===== src/rtl/reg_seq_pkg.sv =====
// rtl/reg_seq_pkg.sv - opcodes, FSM state encoding and entry field widths for reg_seq_player
package reg_seq_pkg;

  localparam int OP_W = 2;

  localparam logic [OP_W-1:0] OP_WRITE = 2'b00;
  localparam logic [OP_W-1:0] OP_POLL  = 2'b01;
  localparam logic [OP_W-1:0] OP_WAIT  = 2'b10;
  localparam logic [OP_W-1:0] OP_END   = 2'b11;

  typedef enum logic [2:0] {
    S_IDLE,
    S_ISSUE,
    S_WAIT_ACK,
    S_GAP,
    S_DELAY,
    S_DONE
  } state_t;

endpackage


===== src/rtl/reg_seq_table.sv =====
// rtl/reg_seq_table.sv - command register array: synchronous write, two async read ports, reset to END
module reg_seq_table
  import reg_seq_pkg::*;
#(
  parameter int ADDR_W = 32,
  parameter int DATA_W = 32,
  parameter int DEPTH  = 16,
  parameter int IDX_W  = 4
) (
  input  logic              clk,
  input  logic              rst,
  input  logic              wr_en,
  input  logic [IDX_W-1:0]  wr_idx,
  input  logic [OP_W-1:0]   wr_op,
  input  logic [ADDR_W-1:0] wr_addr,
  input  logic [DATA_W-1:0] wr_data,
  input  logic [DATA_W-1:0] wr_mask,
  input  logic [IDX_W-1:0]  rd_idx,
  output logic [OP_W-1:0]   rd_op,
  output logic [ADDR_W-1:0] rd_addr,
  output logic [DATA_W-1:0] rd_data,
  output logic [DATA_W-1:0] rd_mask,
  input  logic [IDX_W-1:0]  pk_idx,
  output logic [OP_W-1:0]   pk_op
);

  logic [OP_W-1:0]   op_q   [DEPTH];
  logic [ADDR_W-1:0] addr_q [DEPTH];
  logic [DATA_W-1:0] data_q [DEPTH];
  logic [DATA_W-1:0] mask_q [DEPTH];

  always_ff @(posedge clk) begin
    if (rst) begin
      for (int i = 0; i < DEPTH; i++) begin
        op_q[i]   <= OP_END;
        addr_q[i] <= '0;
        data_q[i] <= '0;
        mask_q[i] <= '0;
      end
    end else if (wr_en) begin
      op_q[wr_idx]   <= wr_op;
      addr_q[wr_idx] <= wr_addr;
      data_q[wr_idx] <= wr_data;
      mask_q[wr_idx] <= wr_mask;
    end
  end

  // Second port peeks at the following entry so the FSM can decide END before issuing it
  assign rd_op   = op_q[rd_idx];
  assign rd_addr = addr_q[rd_idx];
  assign rd_data = data_q[rd_idx];
  assign rd_mask = mask_q[rd_idx];
  assign pk_op   = op_q[pk_idx];

endmodule


===== src/rtl/reg_seq_player.sv =====
// rtl/reg_seq_player.sv - replays a command table as register writes, polls and delays
// Optional REG_SEQ_TIMEOUT_EN adds a per-entry timeout that flags error/err_idx.
module reg_seq_player
  import reg_seq_pkg::*;
#(
  parameter int AXI_ADDR_WIDTH = 32,
  parameter int AXI_DATA_WIDTH = 32,
  parameter int SEQ_DEPTH      = 16,
  parameter int POLL_GAP       = 8,
  parameter int TIMEOUT_CYCLES = 4096
) (
  input  logic                          jtag_m_axi_aclk,
  input  logic                          jtag_m_axi_areset,
  input  logic                          cmd_wr_en,
  input  logic [$clog2(SEQ_DEPTH)-1:0]  cmd_wr_idx,
  input  logic [1:0]                    cmd_op,
  input  logic [AXI_ADDR_WIDTH-1:0]     cmd_addr,
  input  logic [AXI_DATA_WIDTH-1:0]     cmd_data,
  input  logic [AXI_DATA_WIDTH-1:0]     cmd_mask,
  input  logic                          start,
  output logic                          busy,
  output logic                          done,
  output logic                          error,
  output logic [$clog2(SEQ_DEPTH)-1:0]  err_idx,
  output logic [AXI_DATA_WIDTH-1:0]     last_rdata,
  output logic                          wr_req,
  output logic                          rd_req,
  output logic [AXI_ADDR_WIDTH-1:0]     addr,
  output logic [AXI_DATA_WIDTH-1:0]     wdata,
  output logic [AXI_DATA_WIDTH/8-1:0]   wstrb,
  input  logic                          op_ack,
  input  logic [AXI_DATA_WIDTH-1:0]     rdata
);

  localparam int IDX_W = $clog2(SEQ_DEPTH);

  state_t                    state;
  logic [IDX_W-1:0]          idx;
  logic [IDX_W-1:0]          pk_idx;
  logic [AXI_DATA_WIDTH-1:0] cnt;
  logic [OP_W-1:0]           cur_op;
  logic [OP_W-1:0]           nxt_op;
  logic [AXI_ADDR_WIDTH-1:0] cur_addr;
  logic [AXI_DATA_WIDTH-1:0] cur_data;
  logic [AXI_DATA_WIDTH-1:0] cur_mask;
  logic                      poll_hit;
  logic                      last_entry;
  logic                      adv;

  // In IDLE the peek port looks at entry 0 so start can skip straight to DONE
  assign pk_idx     = (state == S_IDLE) ? '0 : idx + 1'b1;
  assign last_entry = (idx == IDX_W'(SEQ_DEPTH - 1)) || (nxt_op == OP_END);
  assign poll_hit   = ((rdata ^ cur_data) & cur_mask) == '0;

  reg_seq_table #(
    .ADDR_W (AXI_ADDR_WIDTH),
    .DATA_W (AXI_DATA_WIDTH),
    .DEPTH  (SEQ_DEPTH),
    .IDX_W  (IDX_W)
  ) u_table (
    .clk     (jtag_m_axi_aclk),
    .rst     (jtag_m_axi_areset),
    .wr_en   (cmd_wr_en && (state == S_IDLE)),
    .wr_idx  (cmd_wr_idx),
    .wr_op   (cmd_op),
    .wr_addr (cmd_addr),
    .wr_data (cmd_data),
    .wr_mask (cmd_mask),
    .rd_idx  (idx),
    .rd_op   (cur_op),
    .rd_addr (cur_addr),
    .rd_data (cur_data),
    .rd_mask (cur_mask),
    .pk_idx  (pk_idx),
    .pk_op   (nxt_op)
  );

  always_comb begin
    adv = 1'b0;
    case (state)
      S_ISSUE:    adv = (cur_op == OP_WAIT) && (cur_data == '0);
      S_WAIT_ACK: adv = op_ack && ((cur_op != OP_POLL) || poll_hit);
      S_DELAY:    adv = (cnt == AXI_DATA_WIDTH'(1));
      default:    adv = 1'b0;
    endcase
  end

`ifdef REG_SEQ_TIMEOUT_EN
  localparam int TO_W = $clog2(TIMEOUT_CYCLES + 1);
  logic [TO_W-1:0] to_cnt;
  logic            to_live;
  assign to_live = ((state == S_ISSUE) || (state == S_WAIT_ACK) || (state == S_GAP))
                   && (cur_op != OP_WAIT);
`endif

  always_ff @(posedge jtag_m_axi_aclk) begin
    if (jtag_m_axi_areset) begin
      state      <= S_IDLE;
      idx        <= '0;
      cnt        <= '0;
      busy       <= 1'b0;
      done       <= 1'b0;
      error      <= 1'b0;
      err_idx    <= '0;
      last_rdata <= '0;
      wr_req     <= 1'b0;
      rd_req     <= 1'b0;
      addr       <= '0;
      wdata      <= '0;
      wstrb      <= '0;
`ifdef REG_SEQ_TIMEOUT_EN
      to_cnt     <= '0;
`endif
    end else begin
      wr_req <= 1'b0;
      rd_req <= 1'b0;
      done   <= 1'b0;
      if (adv) begin
        idx   <= idx + 1'b1;
        state <= last_entry ? S_DONE : S_ISSUE;
      end
      case (state)
        S_IDLE: begin
          if (start) begin
            busy  <= 1'b1;
            idx   <= '0;
            error <= 1'b0;
            state <= (nxt_op == OP_END) ? S_DONE : S_ISSUE;
          end
        end
        S_ISSUE: begin
          case (cur_op)
            OP_WRITE: begin
              wr_req <= 1'b1;
              addr   <= cur_addr;
              wdata  <= cur_data;
              wstrb  <= '1;
              state  <= S_WAIT_ACK;
            end
            OP_POLL: begin
              rd_req <= 1'b1;
              addr   <= cur_addr;
              state  <= S_WAIT_ACK;
            end
            OP_WAIT: begin
              if (!adv) begin
                cnt   <= cur_data;
                state <= S_DELAY;
              end
            end
            default: state <= S_DONE;
          endcase
        end
        S_WAIT_ACK: begin
          if (op_ack) begin
            if (cur_op == OP_POLL) last_rdata <= rdata;
            if (!adv) begin
              cnt   <= AXI_DATA_WIDTH'(POLL_GAP);
              state <= S_GAP;
            end
          end
        end
        S_GAP: begin
          if (cnt == AXI_DATA_WIDTH'(1)) state <= S_ISSUE;
          else cnt <= cnt - 1'b1;
        end
        S_DELAY: begin
          if (!adv) cnt <= cnt - 1'b1;
        end
        S_DONE: begin
          done  <= 1'b1;
          busy  <= 1'b0;
          state <= S_IDLE;
        end
        default: state <= S_IDLE;
      endcase
`ifdef REG_SEQ_TIMEOUT_EN
      // Counter spans the first issue, ack wait and every poll retry of one entry
      if ((state == S_IDLE) || adv) begin
        to_cnt <= '0;
      end else if (to_live) begin
        if (to_cnt == TO_W'(TIMEOUT_CYCLES - 1)) begin
          error   <= 1'b1;
          err_idx <= idx;
          wr_req  <= 1'b0;
          rd_req  <= 1'b0;
          state   <= S_DONE;
        end else begin
          to_cnt <= to_cnt + 1'b1;
        end
      end
`endif
    end
  end

endmodule

===== config.mk =====
export PLATFORM = sky130hd
export DESIGN_NAME = reg_seq_player
export DESIGN_NICKNAME = d
export VERILOG_FILES = /design/src/rtl/reg_seq_pkg.sv /design/src/rtl/reg_seq_table.sv /design/src/rtl/reg_seq_player.sv
export SDC_FILE = /design/constraint.sdc
export NUM_CORES = 2
export LEC_CHECK = 0
export CELL_PAD_IN_SITES_DETAIL_PLACEMENT = 1
export CELL_PAD_IN_SITES_GLOBAL_PLACEMENT = 1
export CORE_ASPECT_RATIO = 1.5
export CORE_MARGIN = 10
export CORE_UTILIZATION = 56
export CTS_CLUSTER_DIAMETER = 120
export DETAILED_ROUTE_END_ITERATION = 12
export PLACE_DENSITY_LB_ADDON = 0.3
export SETUP_SLACK_MARGIN = 0.5
export SLEW_MARGIN = 10
export SYNTH_ARGS = -nofsm -noshare
export SYNTH_HDL_FRONTEND = slang
export SYNTH_SLANG_ARGS = --single-unit

===== constraint.sdc =====
create_clock -name jtag_m_axi_aclk -period 9.9 [get_ports jtag_m_axi_aclk]
set_clock_uncertainty 0.1 [all_clocks]
set_input_delay 1.98 -clock jtag_m_axi_aclk [delete_from_list [all_inputs] [get_ports jtag_m_axi_aclk]]
set_output_delay 1.98 -clock jtag_m_axi_aclk [all_outputs]
set_load 0.02 [all_outputs]

Yosys cells after proc, flatten, opt, wreduce, memory -nomap -nowiden --
Memory sizes are Yosys's and may differ from the RTL's. A register that Yosys moved wholly into a read port is not among the register bits. Cells that the tools add are included.
Operators by class: $add $sub $neg 2, equal/unequal tests 18, muxes and demuxes 47, bitwise operators 3, reductions and logical operators 22
Operators by type and width (count):
- 2-to-1 mux 32 bit | 9
- case mux 32 bit (4 select lines) | 1
- OR reduction 32 bit | 3
- zero test 32 bit | 2
- 2-to-1 mux 4 bit | 11
- bitwise AND 32 bit | 1
- equality test 32 x 1 -> 1 bit (second input constant) | 1
- subtractor 32 x 1 -> 32 bit (second input constant) | 1
- bitwise XOR 32 bit | 1
- 2-to-1 mux 3 bit | 8
- case mux 3 bit (5 select lines) | 1
- != test 2 bit (second input constant) | 7
- 2-to-1 mux 1 bit | 13
- AND reduction 7 bit | 1
- equality test 3 x 2 -> 1 bit (second input constant) | 2
- equality test 3 bit (second input constant) | 2
- case mux 3 bit (2 select lines) | 1
- AND reduction 2 bit | 3
- OR reduction 2 bit | 3
- adder 4 x 1 -> 4 bit (second input constant) | 1
- equality test 2 bit (second input constant) | 2
- equality test 4 bit (second input constant) | 1
- nonzero test 4 bit | 1
- equality test 3 x 1 -> 1 bit (second input constant) | 1
- 12 further kinds | 15
Word-level totals: flip-flop bits (word level) 108, RAM bits 1568, output and inout bits 109, word-level logic and storage cells 106, memories kept 4
Memory list:
- u_table.addr_q | depth 16, bits a word 32, rd ports 1, clocked after Yosys merged registers in 1, wr ports 16, line reg_seq_table.sv:28 | logic [ADDR_W-1:0] addr_q [DEPTH];
- u_table.data_q | depth 16, bits a word 32, rd ports 1, clocked after Yosys merged registers in 1, wr ports 16, line reg_seq_table.sv:29 | logic [DATA_W-1:0] data_q [DEPTH];
- u_table.mask_q | depth 16, bits a word 32, rd ports 1, clocked after Yosys merged registers in 1, wr ports 16, line reg_seq_table.sv:30 | logic [DATA_W-1:0] mask_q [DEPTH];
- u_table.op_q | depth 16, bits a word 2, rd ports 2, clocked after Yosys merged registers in 1, wr ports 16, line reg_seq_table.sv:27 | logic [OP_W-1:0] op_q [DEPTH];

Depth between registers and ports, before layout --
depth in word-level cells 10, gate-level depth with buffers 19, gate-level depth less buffers 11

Hierarchy --
From an unflattened synthesis, not the netlist that was laid out.
Second synthesis, totals: cells, all modules 5142, area total of the unflattened synthesis 76624.7 µm²
Modules (own cells, without submodules):
- reg_seq_table | instances 1, cells an instance 4283, area each 69751.9 µm², seq. area each 47085.2 µm²
- reg_seq_player | instances 1, cells an instance 859, area each 6872.8 µm², seq. area each 2802.7 µm²

Worst setup path before layout --
OpenSTA, ideal clock, no wires.
path kind input to register, start input jtag_m_axi_areset, end memory u_table.addr_q[0][0], enable pin, arrival 4638 ps, data required time 9385 ps, path slack 4747 ps, cell stages on the path 6, path through nand3b_1 -> or3_1 -> clkbuf_1 -> nor3_1 -> clkbuf_1 -> or2_2
RTL lines:
- start: declaration | line reg_seq_player.sv:13 | input logic jtag_m_axi_areset,
- end: declaration | line reg_seq_table.sv:28

==> results.txt <==
Placer's final routability congestion estimate - 0.979
Average vias per placed instance - 6.61
RR Startpoint - idx[0]
# DRC - 0
Critical path class - reg2reg
Critical Path End - cnt[3]
Die extent in x - 325 um
Layout Area Growth over Synthesis - 11.3%
Biggest area contributors in the synthesized netlist - sky130_fd_sc_hd__edfxtp_1 (60%), sky130_fd_sc_hd__and2_1 (12%), sky130_fd_sc_hd__mux4_2 (12%), sky130_fd_sc_hd__dfxtp_1 (3.6%), sky130_fd_sc_hd__clkbuf_1 (1.7%)
Final critical delay including setup and external delays - 6.79 ns
Most instantiated flip-flop cell in the synthesis netlist - sky130_fd_sc_hd__edfxtp_1
Sinks on Clock Net - 1708
Via count of the first global-routing pass - 52908
Number of cell instances on the worst register-to-register path - 11
Part of the cycle the worst path needs - 0.686
Launch point of the critical path - idx[0]
FF-to-FF setup slack - 3.11 ns
Post-synthesis cell area - 78400 um2
Number of levels in the clock H-tree - 4
Top-level port count - 248
Max-slew violation count - 0
Worst EP required - 10.46 ns
Total routing resource utilization after global routing - 0.335
Final Power - 0.0157 W
Synthesized netlist cell count - 5378
Maximum buffer depth of the clock tree - 3
Routed Antenna Nets - 0
Worst Path Max Fanout - 60
Via count of the routed design - 49174
First-pass GRT wire length - 378000 um
Part of the Yosys area used for sequential elements - 0.636
Number of library cell types mapped by synthesis - 83
Yosys warns - 0
Final count of hold timing violations - 0
Number of placement rows - 168
Number of buffers added by the clock tree synthesis step - 161
Data arrival time of the critical path - 7.35 ns
Count of final setup violators - 0
Dominant cell type by area after synthesis - sky130_fd_sc_hd__edfxtp_1
Maximum number of pins on one net before global-route repair - 105
Effective utilization at floorplan - 0.562
Final standard cell count with taps included and fillers excluded - 7435
Number of resized instances in the post-cts repair step - 0
Share of cells above drive strength 1 - 0.153
Worst hold slack across all endpoints - 0.356 ns
Hold-fix buffer count after cts - 0
Largest vdd supply drop - 0.197 mV
Most frequent cells in the layout - sky130_fd_sc_hd__edfxtp_1 (1568), sky130_fd_sc_hd__and2_1 (1545), sky130_fd_sc_hd__mux4_2 (401)
Slew @ Worst Pin - 1.18 ns
Timing-limited maximum frequency - 147 MHz
Number of antenna violations at the first check in global routing - 35
Chain of cells forming the critical path - buf_12 > buf_4 > mux4_2 > mux4_2 > a22oi_1 > o2111ai_1 > a2111oi_4 > buf_4 > or2_2 > nor2b_1 > nor3_2
Post CTS Setup Buffer Count - 0
Count of routing violations after the opening detailed-route iteration - 6025
Placed cell count - 7124
Most common cell after layout, fill and taps aside - sky130_fd_sc_hd__edfxtp_1
Number of flops mapped to enable cells by yosys - 1568
Critical Path Source Type - flip-flop
Max-cap violations - 0
Status - complete, no violations
Final TNS setup - 0 ns
Overall die height - 478 um
Post-DR wirelength/cell - 35.4 um
Number of input and output port buffers inserted - 242
Clk pin slew, worst setup/hold paths - 0.06 ns
Root Driver - sky130_fd_sc_hd__clkbuf_16
Number of nets in the finished design - 5559
Share of flip-flops with an asynchronous set or reset - 0
Placeable core region - 139000 um2
Crit path capture type - flip-flop
Critical path's largest stage delay - 0.97 ns
R2R Path End - cnt[3]
Leakage component of the power - 30.5 nW
Die Footprint - 156000 um2
Number of detailed-routing iterations run before antenna repair - 5
Cell area after placement - 82000 um2
Synthesized area per cell - 14.6 um2
Pwr/cell area - 180 nW/um2
Relative slew margins - 0.212
Fraction of synthesized cell area taken by the top area cell type - 0.601
Worst skew pair latency - 0.83 ns
Placed wire-length estimate - 159000 um
Setup repair after global routing missed its margin - no
Routed Wire Length - 263000 um
Clock tree from TritonCTS - done
Min-Delay Path Class - reg2reg
Post-route cell area - 87300 um2
Register bit total from synthesis - 1708
Filler Cell Count - 12570
GRT Residual Overflow - 0
Slowest-stage cell, CP - sky130_fd_sc_hd__dfxtp_4
[registers in the layout (all words and copies together) (netlist names)]
register,count
done,1
wdata,32
u_table.mask_q,512
state,3
u_table.op_q,32
cnt,32
addr,32
last_rdata,32
wr_req,1
idx,4
u_table.addr_q,512
u_table.data_q,512
busy,1
wstrb,1
rd_req,1
[metrics by stage]
| step | worst slack, ns | util |
|---|---|---|
| floorplan | 4.75 | - |
| global placement | 3.33 | 0.588 |
| detailed placement | 3.32 | 0.588 |
| CTS | 3.25 | 0.626 |
| global route | 2.74 | 0.626 |
| finish | 3.11 | 0.626 |
[cell usage after synthesis, drive strengths merged, types with 53 or more instances]
library cell,n
nand2,289
mux2i,120
clkbuf,352
dfxtp,140
buf,111
a21oi,158
edfxtp,1568
o21ai,53
mux4,403
nor3,56
nor2,128
and2,1546
[area by class of cell]
cell class / count / area [um2] / area share
clock inverter: 82 / 753 / 0.00863
sequential: 1708 / 49900 / 0.572
clock buffer: 215 / 4470 / 0.0513
inverter: 14 / 57.6 / 0.000660
multi-input combinational: 3197 / 26500 / 0.304
timing repair buffer: 335 / 3180 / 0.0365
antenna: 14 / 35.0 / 0.000401
tap: 1870 / 2340 / 0.0268
[report_power, final]
part / leakage, nW / internal [W] / switching, W
clock network: 2.55 / 0.00347 / 0.00279
logic: 10.7 / 0.000356 / 0.000782
registers: 17.2 / 0.00814 / 0.000126
[metal layers]
metal	GRT usage	share of wire
met1	0.386	0.34
met2	0.573	0.50
met3	0.0761	0.095
met4	0.195	0.064
met5	0	0.00073
[critical path, delay by kind of cell (launching register included)]
kind | cells | cell delay [ns]
mux | 2 | 1.18
buf+inv | 3 | 1.55
flops | 1 | 0.97
simple gates | 3 | 1.17
compound gates | 3 | 1.49
[cells by family after synthesis]
family          Yosys count  synth area share
mux                     567             0.138
other cells               1         0.0000478
flops                  1708             0.636
xor+xnor                 46           0.00514
compound gates          359            0.0293
fa+ha+maj                 3          0.000479
simple gates           2217             0.163
buf+inv                 477            0.0276
[worst min path at each step]
stage | startpoint | end | slack, ns | cells past startpoint
final | wdata[31] | wdata[31] | 0.36 | 2
after global routing | last_rdata[23] | last_rdata[23] | 0.37 | 2
after CTS | wdata[31] | wdata[31] | 0.36 | 2
after detailed placement | last_rdata[29] | last_rdata[29] | 0.35 | 2
after global placement | last_rdata[20] | last_rdata[20] | 0.34 | 2
after floorplan | cnt[27] | cnt[27] | 0.34 | 2
Power figures use the tool's default switching activity.
